$ cat config.mk
export PLATFORM = sky130hd
export DESIGN_NAME = zl_fifo_sc_flat
export DESIGN_NICKNAME = d
export VERILOG_FILES = /design/src/rtl/zl_fifo_sc_pkg.sv /design/src/rtl/zl_fifo_sc_if.sv /design/src/rtl/zl_sdp_ram.sv /design/src/rtl/zl_fifo_sc.sv /design/src/flat_wrapper.sv
export SDC_FILE = /design/constraint.sdc
export NUM_CORES = 1
export LEC_CHECK = 0
export BUFFER_PORTS_ARGS = -buffer_cell sky130_fd_sc_hd__buf_2
export CORE_ASPECT_RATIO = 2
export CORE_MARGIN = 3
export CORE_UTILIZATION = 55
export CTS_BUF_LIST = sky130_fd_sc_hd__clkbuf_16
export CTS_CLUSTER_DIAMETER = 30
export DETAILED_ROUTE_END_ITERATION = 12
export PLACE_DENSITY = 0.79
export SYNTH_ARGS = -nofsm -noshare
export SYNTH_HDL_FRONTEND = slang
export SYNTH_SLANG_ARGS = --single-unit
$ cat constraint.sdc
create_clock -name clk -period 4.5 [get_ports clk]
set_clock_uncertainty 0.15 [all_clocks]
set_input_delay 0.225 -clock clk [delete_from_list [all_inputs] [get_ports clk]]
set_output_delay 0.225 -clock clk [all_outputs]
set_load 0.05 [all_outputs]
$ cat src/rtl/zl_fifo_sc_pkg.sv
// Shared defaults and helpers for the single-clock show-ahead FIFO.
// Default geometry, threshold defaults, sticky flag bit positions and the level-update helper.
package zl_fifo_sc_pkg;

  localparam int DEF_DATA_WIDTH    = 8;
  localparam int DEF_ADDR_WIDTH    = 4;
  localparam int DEF_AFULL_MARGIN  = 2;
  localparam int DEF_AEMPTY_THRESH = 2;

  localparam int FLAG_OVF  = 0;
  localparam int FLAG_UDF  = 1;
  localparam int NUM_FLAGS = 2;

  typedef enum logic [1:0] {
    LVL_HOLD = 2'b00,
    LVL_INC  = 2'b01,
    LVL_DEC  = 2'b10
  } lvl_op_e;

  // Simultaneous increment and decrement cancel out.
  function automatic lvl_op_e level_op(input logic inc, input logic dec);
    lvl_op_e op;
    if (inc && !dec) begin
      op = LVL_INC;
    end else if (dec && !inc) begin
      op = LVL_DEC;
    end else begin
      op = LVL_HOLD;
    end
    return op;
  endfunction

endpackage

$ cat src/rtl/zl_fifo_sc_if.sv
// req/ack stream bundle used on both sides of the FIFO.
// The master drives req/data, the slave answers with ack.
interface zl_fifo_sc_if
  import zl_fifo_sc_pkg::*;
#(
  parameter int Data_width = DEF_DATA_WIDTH
);

  logic                  req;
  logic                  ack;
  logic [Data_width-1:0] data;

  modport master (output req, output data, input ack);
  modport slave  (input req, input data, output ack);

endinterface

$ cat src/rtl/zl_sdp_ram.sv
// Simple dual-port storage: one write port, one registered read port.
// Read-during-write to the same address returns the old word.
module zl_sdp_ram
  import zl_fifo_sc_pkg::*;
#(
  parameter int Data_width = DEF_DATA_WIDTH,
  parameter int Addr_width = DEF_ADDR_WIDTH
) (
  input  logic                  clk,
  input  logic                  wr_en,
  input  logic [Addr_width-1:0] wr_addr,
  input  logic [Data_width-1:0] wr_data,
  input  logic                  rd_en,
  input  logic [Addr_width-1:0] rd_addr,
  output logic [Data_width-1:0] rd_data
);

  localparam int DEPTH = 2 ** Addr_width;

  logic [Data_width-1:0] mem_r [DEPTH];

  // Write port
  always_ff @(posedge clk) begin
    if (wr_en) begin
      mem_r[wr_addr] <= wr_data;
    end
  end

  // Registered read port
  always_ff @(posedge clk) begin
    if (rd_en) begin
      rd_data <= mem_r[rd_addr];
    end
  end

endmodule

$ cat src/rtl/zl_fifo_sc.sv
// Single-clock show-ahead FIFO with programmable almost-full/almost-empty, sticky
// overflow/underflow and synchronous flush; a RAM feeds a 2-entry prefetch/output pipeline.
module zl_fifo_sc
  import zl_fifo_sc_pkg::*;
#(
  parameter int Data_width    = DEF_DATA_WIDTH,
  parameter int Addr_width    = DEF_ADDR_WIDTH,
  parameter int Afull_thresh  = (2 ** Addr_width) - DEF_AFULL_MARGIN,
  parameter int Aempty_thresh = DEF_AEMPTY_THRESH
) (
  input  logic                clk,
  input  logic                rst_n,
  input  logic                flush,
  zl_fifo_sc_if.slave         in_if,
  zl_fifo_sc_if.master        out_if,
  output logic                in_full,
  output logic                in_afull,
  output logic                out_aempty,
  output logic [Addr_width:0] used,
  output logic                overflow,
  output logic                underflow
);

  localparam int DEPTH = 2 ** Addr_width;
  localparam logic [Addr_width:0]   LVL_ZERO_L = {(Addr_width + 1){1'b0}};
  localparam logic [Addr_width:0]   LVL_ONE_L  = {{Addr_width{1'b0}}, 1'b1};
  localparam logic [Addr_width-1:0] PTR_ZERO_L = {Addr_width{1'b0}};
  localparam logic [Addr_width-1:0] PTR_ONE_L  = {{(Addr_width - 1){1'b0}}, 1'b1};
  localparam logic [Addr_width:0]   DEPTH_L    = (Addr_width + 1)'(DEPTH);
  localparam logic [Addr_width:0]   AFULL_L    = (Addr_width + 1)'(Afull_thresh);
  localparam logic [Addr_width:0]   AEMPTY_L   = (Addr_width + 1)'(Aempty_thresh);
  localparam logic                  AFULL_AT_ZERO_L = (Afull_thresh == 0);

  logic [Addr_width-1:0] wr_ptr_r;
  logic [Addr_width-1:0] rd_ptr_r;
  logic [Addr_width:0]   ram_cnt_r;
  logic [Addr_width:0]   used_r;
  logic                  rd_vld_r;
  logic                  out_vld_r;
  logic                  pf_vld_r;
  logic [Data_width-1:0] out_data_r;
  logic [Data_width-1:0] pf_data_r;
  logic                  in_full_r;
  logic                  in_afull_r;
  logic                  out_aempty_r;
  logic [NUM_FLAGS-1:0]  sticky_r;

  logic                  wr_en_s;
  logic                  pop_s;
  logic                  rd_en_s;
  logic                  ram_we_s;
  logic                  ram_re_s;
  logic [1:0]            occ_next_s;
  logic [Addr_width:0]   used_next_s;
  logic [Addr_width:0]   ram_cnt_next_s;
  logic [Data_width-1:0] ram_rd_data_s;
  logic                  out_vld_next_s;
  logic                  pf_vld_next_s;
  logic [Data_width-1:0] out_data_next_s;
  logic [Data_width-1:0] pf_data_next_s;

  function automatic logic [Addr_width:0] level_next(input logic [Addr_width:0] lvl,
                                                     input logic inc, input logic dec);
    logic [Addr_width:0] nxt;
    case (level_op(inc, dec))
      LVL_INC: nxt = lvl + LVL_ONE_L;
      LVL_DEC: nxt = lvl - LVL_ONE_L;
      default: nxt = lvl;
    endcase
    return nxt;
  endfunction

  zl_sdp_ram #(
    .Data_width (Data_width),
    .Addr_width (Addr_width)
  ) u_ram (
    .clk     (clk),
    .wr_en   (ram_we_s),
    .wr_addr (wr_ptr_r),
    .wr_data (in_if.data),
    .rd_en   (ram_re_s),
    .rd_addr (rd_ptr_r),
    .rd_data (ram_rd_data_s)
  );

  // Handshake qualification, read issue and next fill levels.
  // A read is issued only if its word is guaranteed a slot in out/prefetch when it lands.
  always_comb begin
    wr_en_s        = in_if.req & ~in_full_r;
    pop_s          = out_if.ack & out_vld_r;
    occ_next_s     = {1'b0, out_vld_r} + {1'b0, pf_vld_r} + {1'b0, rd_vld_r} - {1'b0, pop_s};
    rd_en_s        = (ram_cnt_r != LVL_ZERO_L) && (occ_next_s <= 2'd1);
    ram_we_s       = wr_en_s & ~flush;
    ram_re_s       = rd_en_s & ~flush;
    used_next_s    = level_next(used_r, wr_en_s, pop_s);
    ram_cnt_next_s = level_next(ram_cnt_r, wr_en_s, rd_en_s);
  end

  // Output/prefetch steering: the output register refills from prefetch first, then from RAM.
  always_comb begin
    out_vld_next_s  = out_vld_r;
    out_data_next_s = out_data_r;
    pf_vld_next_s   = pf_vld_r;
    pf_data_next_s  = pf_data_r;
    if (!out_vld_r || pop_s) begin
      if (pf_vld_r) begin
        out_vld_next_s  = 1'b1;
        out_data_next_s = pf_data_r;
        pf_vld_next_s   = rd_vld_r;
        pf_data_next_s  = rd_vld_r ? ram_rd_data_s : pf_data_r;
      end else if (rd_vld_r) begin
        out_vld_next_s  = 1'b1;
        out_data_next_s = ram_rd_data_s;
      end else begin
        out_vld_next_s  = 1'b0;
      end
    end else if (rd_vld_r) begin
      pf_vld_next_s  = 1'b1;
      pf_data_next_s = ram_rd_data_s;
    end else begin
      pf_vld_next_s  = pf_vld_r;
    end
  end

  // State update; flush outranks every write, pop and flag event in its cycle.
  always_ff @(posedge clk or negedge rst_n) begin
    if (!rst_n) begin
      wr_ptr_r     <= PTR_ZERO_L;
      rd_ptr_r     <= PTR_ZERO_L;
      ram_cnt_r    <= LVL_ZERO_L;
      used_r       <= LVL_ZERO_L;
      rd_vld_r     <= 1'b0;
      out_vld_r    <= 1'b0;
      pf_vld_r     <= 1'b0;
      out_data_r   <= {Data_width{1'b0}};
      pf_data_r    <= {Data_width{1'b0}};
      in_full_r    <= 1'b0;
      in_afull_r   <= AFULL_AT_ZERO_L;
      out_aempty_r <= 1'b1;
      sticky_r     <= {NUM_FLAGS{1'b0}};
    end else if (flush) begin
      wr_ptr_r     <= PTR_ZERO_L;
      rd_ptr_r     <= PTR_ZERO_L;
      ram_cnt_r    <= LVL_ZERO_L;
      used_r       <= LVL_ZERO_L;
      rd_vld_r     <= 1'b0;
      out_vld_r    <= 1'b0;
      pf_vld_r     <= 1'b0;
      in_full_r    <= 1'b0;
      in_afull_r   <= AFULL_AT_ZERO_L;
      out_aempty_r <= 1'b1;
      sticky_r     <= {NUM_FLAGS{1'b0}};
    end else begin
      if (wr_en_s) begin
        wr_ptr_r <= wr_ptr_r + PTR_ONE_L;
      end
      if (rd_en_s) begin
        rd_ptr_r <= rd_ptr_r + PTR_ONE_L;
      end
      ram_cnt_r    <= ram_cnt_next_s;
      used_r       <= used_next_s;
      rd_vld_r     <= rd_en_s;
      out_vld_r    <= out_vld_next_s;
      out_data_r   <= out_data_next_s;
      pf_vld_r     <= pf_vld_next_s;
      pf_data_r    <= pf_data_next_s;
      in_full_r    <= (used_next_s == DEPTH_L);
      in_afull_r   <= (used_next_s >= AFULL_L);
      out_aempty_r <= (used_next_s <= AEMPTY_L);
      sticky_r[FLAG_OVF] <= sticky_r[FLAG_OVF] | (in_if.req & in_full_r);
      sticky_r[FLAG_UDF] <= sticky_r[FLAG_UDF] | (out_if.ack & ~out_vld_r);
    end
  end

  assign in_if.ack   = in_if.req & ~in_full_r;
  assign out_if.req  = out_vld_r;
  assign out_if.data = out_data_r;
  assign in_full     = in_full_r;
  assign in_afull    = in_afull_r;
  assign out_aempty  = out_aempty_r;
  assign used        = used_r;
  assign overflow    = sticky_r[FLAG_OVF];
  assign underflow   = sticky_r[FLAG_UDF];

endmodule

$ cat src/flat_wrapper.sv
// flat-port wrapper written by rule: the top's interface ports become plain ports
module zl_fifo_sc_flat import zl_fifo_sc_pkg::*;
#(
  parameter int Data_width    = DEF_DATA_WIDTH,
  parameter int Addr_width    = DEF_ADDR_WIDTH,
  parameter int Afull_thresh  = (2 ** Addr_width) - DEF_AFULL_MARGIN,
  parameter int Aempty_thresh = DEF_AEMPTY_THRESH
)
  (clk, rst_n, flush, in_full, in_afull, out_aempty, used, overflow, underflow, in_if_req, in_if_data, in_if_ack, out_if_req, out_if_data, out_if_ack);
  zl_fifo_sc_if #(.Data_width(Data_width)) in_if_i ();
  zl_fifo_sc_if #(.Data_width(Data_width)) out_if_i ();
  input  logic clk;
  input  logic rst_n;
  input  logic flush;
  output logic in_full;
  output logic in_afull;
  output logic out_aempty;
  output logic [Addr_width:0] used;
  output logic overflow;
  output logic underflow;
  input wire logic [$bits(in_if_i.req)-1:0] in_if_req;
  input wire logic [$bits(in_if_i.data)-1:0] in_if_data;
  output wire logic [$bits(in_if_i.ack)-1:0] in_if_ack;
  output wire logic [$bits(out_if_i.req)-1:0] out_if_req;
  output wire logic [$bits(out_if_i.data)-1:0] out_if_data;
  input wire logic [$bits(out_if_i.ack)-1:0] out_if_ack;
  assign in_if_i.req = in_if_req;
  assign in_if_i.data = in_if_data;
  assign in_if_ack = in_if_i.ack;
  assign out_if_req = out_if_i.req;
  assign out_if_data = out_if_i.data;
  assign out_if_i.ack = out_if_ack;
  zl_fifo_sc #(.Data_width(Data_width), .Addr_width(Addr_width), .Afull_thresh(Afull_thresh), .Aempty_thresh(Aempty_thresh)) u_core (.clk(clk), .rst_n(rst_n), .flush(flush), .in_if(in_if_i), .out_if(out_if_i), .in_full(in_full), .in_afull(in_afull), .out_aempty(out_aempty), .used(used), .overflow(overflow), .underflow(underflow));
endmodule
==> results.yml <==
critical_path:
  cpPeakStageDelay_ns: 0.52
  cp_slowest_cell: "dlygate4sd3_1"
  critPathKind: "in2reg"
  path_depth: 11
  cp-endpoint: "u_core.in_afull$_DFF_PN0_"
  cp.arrival_ns: 3.56
  startpoint_type: "primary input"
  cp_max_fo: 7
  timing.reg2reg.setup_slack_ns: 1.14
  path_cells: "dlygate4sd3_1 > buf_2 > nor2b_1 > inv_1 > ha_1 > fa_1 > a21o_1 > a21oi_1 > mux2i_1 > mux2_2 > or2_2"
  cp-end-kind: "flop"
  path_delay_family: "buffers and inverters"
  r2r-start: "u_core.in_full$_DFF_PN0_"
  reg2reg_to: "u_core.in_afull$_DFF_PN0_"
  startpoint: "in_if_req"
  cp.buffers_inverters: 3
  r2r_cells: 9
  worstPathRequired_ns: 4.66
cts:
  numCtsBuffers: 17
  numClockSinks: 178
  clkTransAtPathRegs_ns: 0.07
  post_cts_buffers: 0
  clock_latency_ns: 0.43
  clockBufferDepth: 2
  clockRootBuffer: "clkbuf_16"
  htree_levels: 4
  cts_tree: "done"
synth:
  ys_seq_area_frac: 0.691
  synth_nets: 509
  synth_enable_flop_cells: 136
  ys.flop_type: "edfxtp_1"
  synthCells: 482
  avgSynthCellArea_sq_um: 15.4
  synth_cell_types: 49
  ys_warn_count: 0
  synth_area_sq_mm: 0.00743
  synth-seq-cells: 178
  synthArstFlopShare: 0.236
route:
  via_per_inst: 6.05
  postRouteAntennaNets: 0
  via_count: 4151
  drt_iter0_drc: 258
  routed_wl_microns: 14600
  detail_route.wl_per_cell_microns: 21.3
  dr.pass1.iters: 4
  drc_errors: 0
flow_run:
  max-cap-violations: 0
global_route:
  grt.total_usage: 0.209
  antenna_found_initial: 0
  grt_max_degree: 43
  grt_pass1_vias: 4373
  grt-ovfl-total: 0
  grt_pass1_wl_microns: 22900
worst_hold_path:
  min_path_cells: 1
  hp-class: "in2reg"
finish:
  layout_commonest_cell: "edfxtp_1"
  layout.nets: 548
  final_cell_mix: "136 x edfxtp_1, 45 x nor2_1, 40 x dfrtp_1, 35 x mux2i_1, 32 x buf_2"
  antennaDiodeCount: 0
  fin_area_sq_mm: 0.00837
  layout-area-overhead-vs-synth_pct: 12.7
  n_fill_cell: 930
  drive_gt1_frac: 0.219
placement:
  gp_congestion: 0.873
  place_area_sq_mm: 0.00774
  port_buffers: 32
  dp_hpwl_microns: 10200
sta:
  setup_viol: 0
  finalHoldViolCount: 0
  fin_crit_sh: 0.756
  slew_headroom: 0.356
  final_max_slew_viol_count: 0
  setup_tns_ns: 0
  tightest_slew_ns: 0.967
  min_period_ns: 3.40
  rsz0062_at_grt: "false"
  fmax_mhz: 294
power:
  p_comb_frac: 0.231
  cellInternalPower_uw: 3170
  p_switching_uw: 1500
  clkPwrFrac: 0.312
  seqPwrFrac: 0.457
  power.density_mw_per_mm2: 557
  ir_drop_mv: 0.376
  p_leak_uw: 0.00306
  p_sw_frac: 0.321
die:
  start_util: 0.566
  dieArea_sq_mm: 0.0150
  core_sq_mm: 0.0131
  pin_count: 33
  dieHeight_microns: 170
  die_w_microns: 88.2
  core.rowCount: 59
run_status:
  status: "finished, final reports clean"
sequential cells by signal (all words and copies together) (netlist names):
| name | flops |
|---|---|
| u_core.pf_vld_r | 1 |
| u_core.rd_vld_r | 1 |
| u_core.ram_cnt_r | 5 |
| u_core.sticky_r | 2 |
| u_core.in_full | 1 |
| u_core.wr_ptr_r | 4 |
| u_core.out_aempty | 1 |
| u_core.used | 5 |
| u_core.rd_ptr_r | 4 |
| u_core.u_ram.rd_data | 8 |
| u_core.pf_data_r | 8 |
| u_core.u_ram.mem_r | 128 |
| u_core.out_if.data | 8 |
| u_core.out_if.req | 1 |
| u_core.in_afull | 1 |
power groups by stage:
stage	clock network (uW)	logic [uW]	registers, uW
final	1460	1080	2130
after global routing	1560	1170	2160
after CTS	1480	1090	2140
after detailed placement	0	1080	2170
after global placement	0	1050	2160
after floorplan	0	724	2250
synth_stat cells (2+ instances only):
master / n / share of area
buf_1: 3 / 0.0015
a21oi_1: 28 / 0.019
nor3b_1: 3 / 0.0030
mux2_2: 18 / 0.027
xor2_1: 7 / 0.0083
or2_2: 2 / 0.0017
nor3_1: 10 / 0.0067
edfxtp_1: 136 / 0.55
a221oi_1: 8 / 0.0094
buf_2: 5 / 0.0034
o21ai_0: 19 / 0.013
ha_1: 13 / 0.022
mux2i_1: 35 / 0.047
or3_1: 2 / 0.0017
nand4_1: 2 / 0.0017
nor4b_1: 2 / 0.0024
nor2_1: 45 / 0.023
inv_1: 6 / 0.0030
a22oi_1: 11 / 0.011
a31oi_1: 2 / 0.0017
nand2b_1: 2 / 0.0017
mux4_2: 16 / 0.048
xnor2_1: 2 / 0.0024
and2_1: 2 / 0.0017
nand2_1: 20 / 0.010
clkbuf_1: 14 / 0.0071
dfrtp_1: 41 / 0.14
nor2b_1: 7 / 0.0059
through the flow:
step | worst slack (ns) | power (uW) | utilization | hold WS, ns | instances
final | 1.10 | 4670 | 0.637 | 0.0459 | 686
after global routing | 0.895 | 4890 | 0.637 | 0.0389 | 686
after CTS | 1.11 | 4710 | 0.637 | 0.0350 | 686
after detailed placement | 1.16 | 3250 | 0.589 | 0.271 | 651
after global placement | 1.29 | 3210 | 0.589 | 0.252 | 651
after floorplan | 0.738 | 2970 | - | -0.221 | 482
worst min path at each step:
stage | start | endpoint | slack [ns]
finish | in_if_data[3] | u_core.u_ram.mem_r[8][3]$_DFFE_PP_ | 0.05
CTS | in_if_data[7] | u_core.u_ram.mem_r[10][7]$_DFFE_PP_ | 0.03
floorplan | rst_n | u_core.in_afull$_DFF_PN0_ | -0.22
global route | in_if_data[2] | u_core.u_ram.mem_r[8][2]$_DFFE_PP_ | 0.04
detailed placement | rst_n | u_core.ram_cnt_r[2]$_DFFE_PN0P_ | 0.27
global placement | rst_n | u_core.ram_cnt_r[2]$_DFFE_PN0P_ | 0.25
what timing repair did:
item                      CTS  global route
hold endpoints to repair   44             0
hold buffers                3             0
resized for setup           0             0
logic make-up (layout without fill, tap and decap cells):
kind of cell,count (synthesis),after routing,synth area share
AO/OA/AOI/OAI,75,75,0.0623
AND/OR/NAND/NOR,106,106,0.0694
buffers and inverters,30,82,0.0175
adder cells (fa/ha/maj),14,14,0.0246
flip-flops,178,178,0.691
multiplexers,70,70,0.124
XOR/XNOR,9,9,0.0106
per-layer routing:
metal  vias up  wire, microns  track usage
li1       1917              -            -
met1      2066           5050        0.213
met2       130           8310        0.378
met3        38            531       0.0494
met4         0            684        0.115
met5         -              0            0
cell type report:
type / count / area [sq um] / share of cell area
multi-input cells: 274 / 2160 / 0.259
inverters: 6 / 22.5 / 0.00269
well taps: 152 / 190 / 0.0227
clock buffers: 17 / 425 / 0.0508
flip-flops and latches: 178 / 5140 / 0.614
clock inverters: 15 / 175 / 0.0209
repair buffers: 44 / 258 / 0.0308
Power figures use the tool's default switching activity.
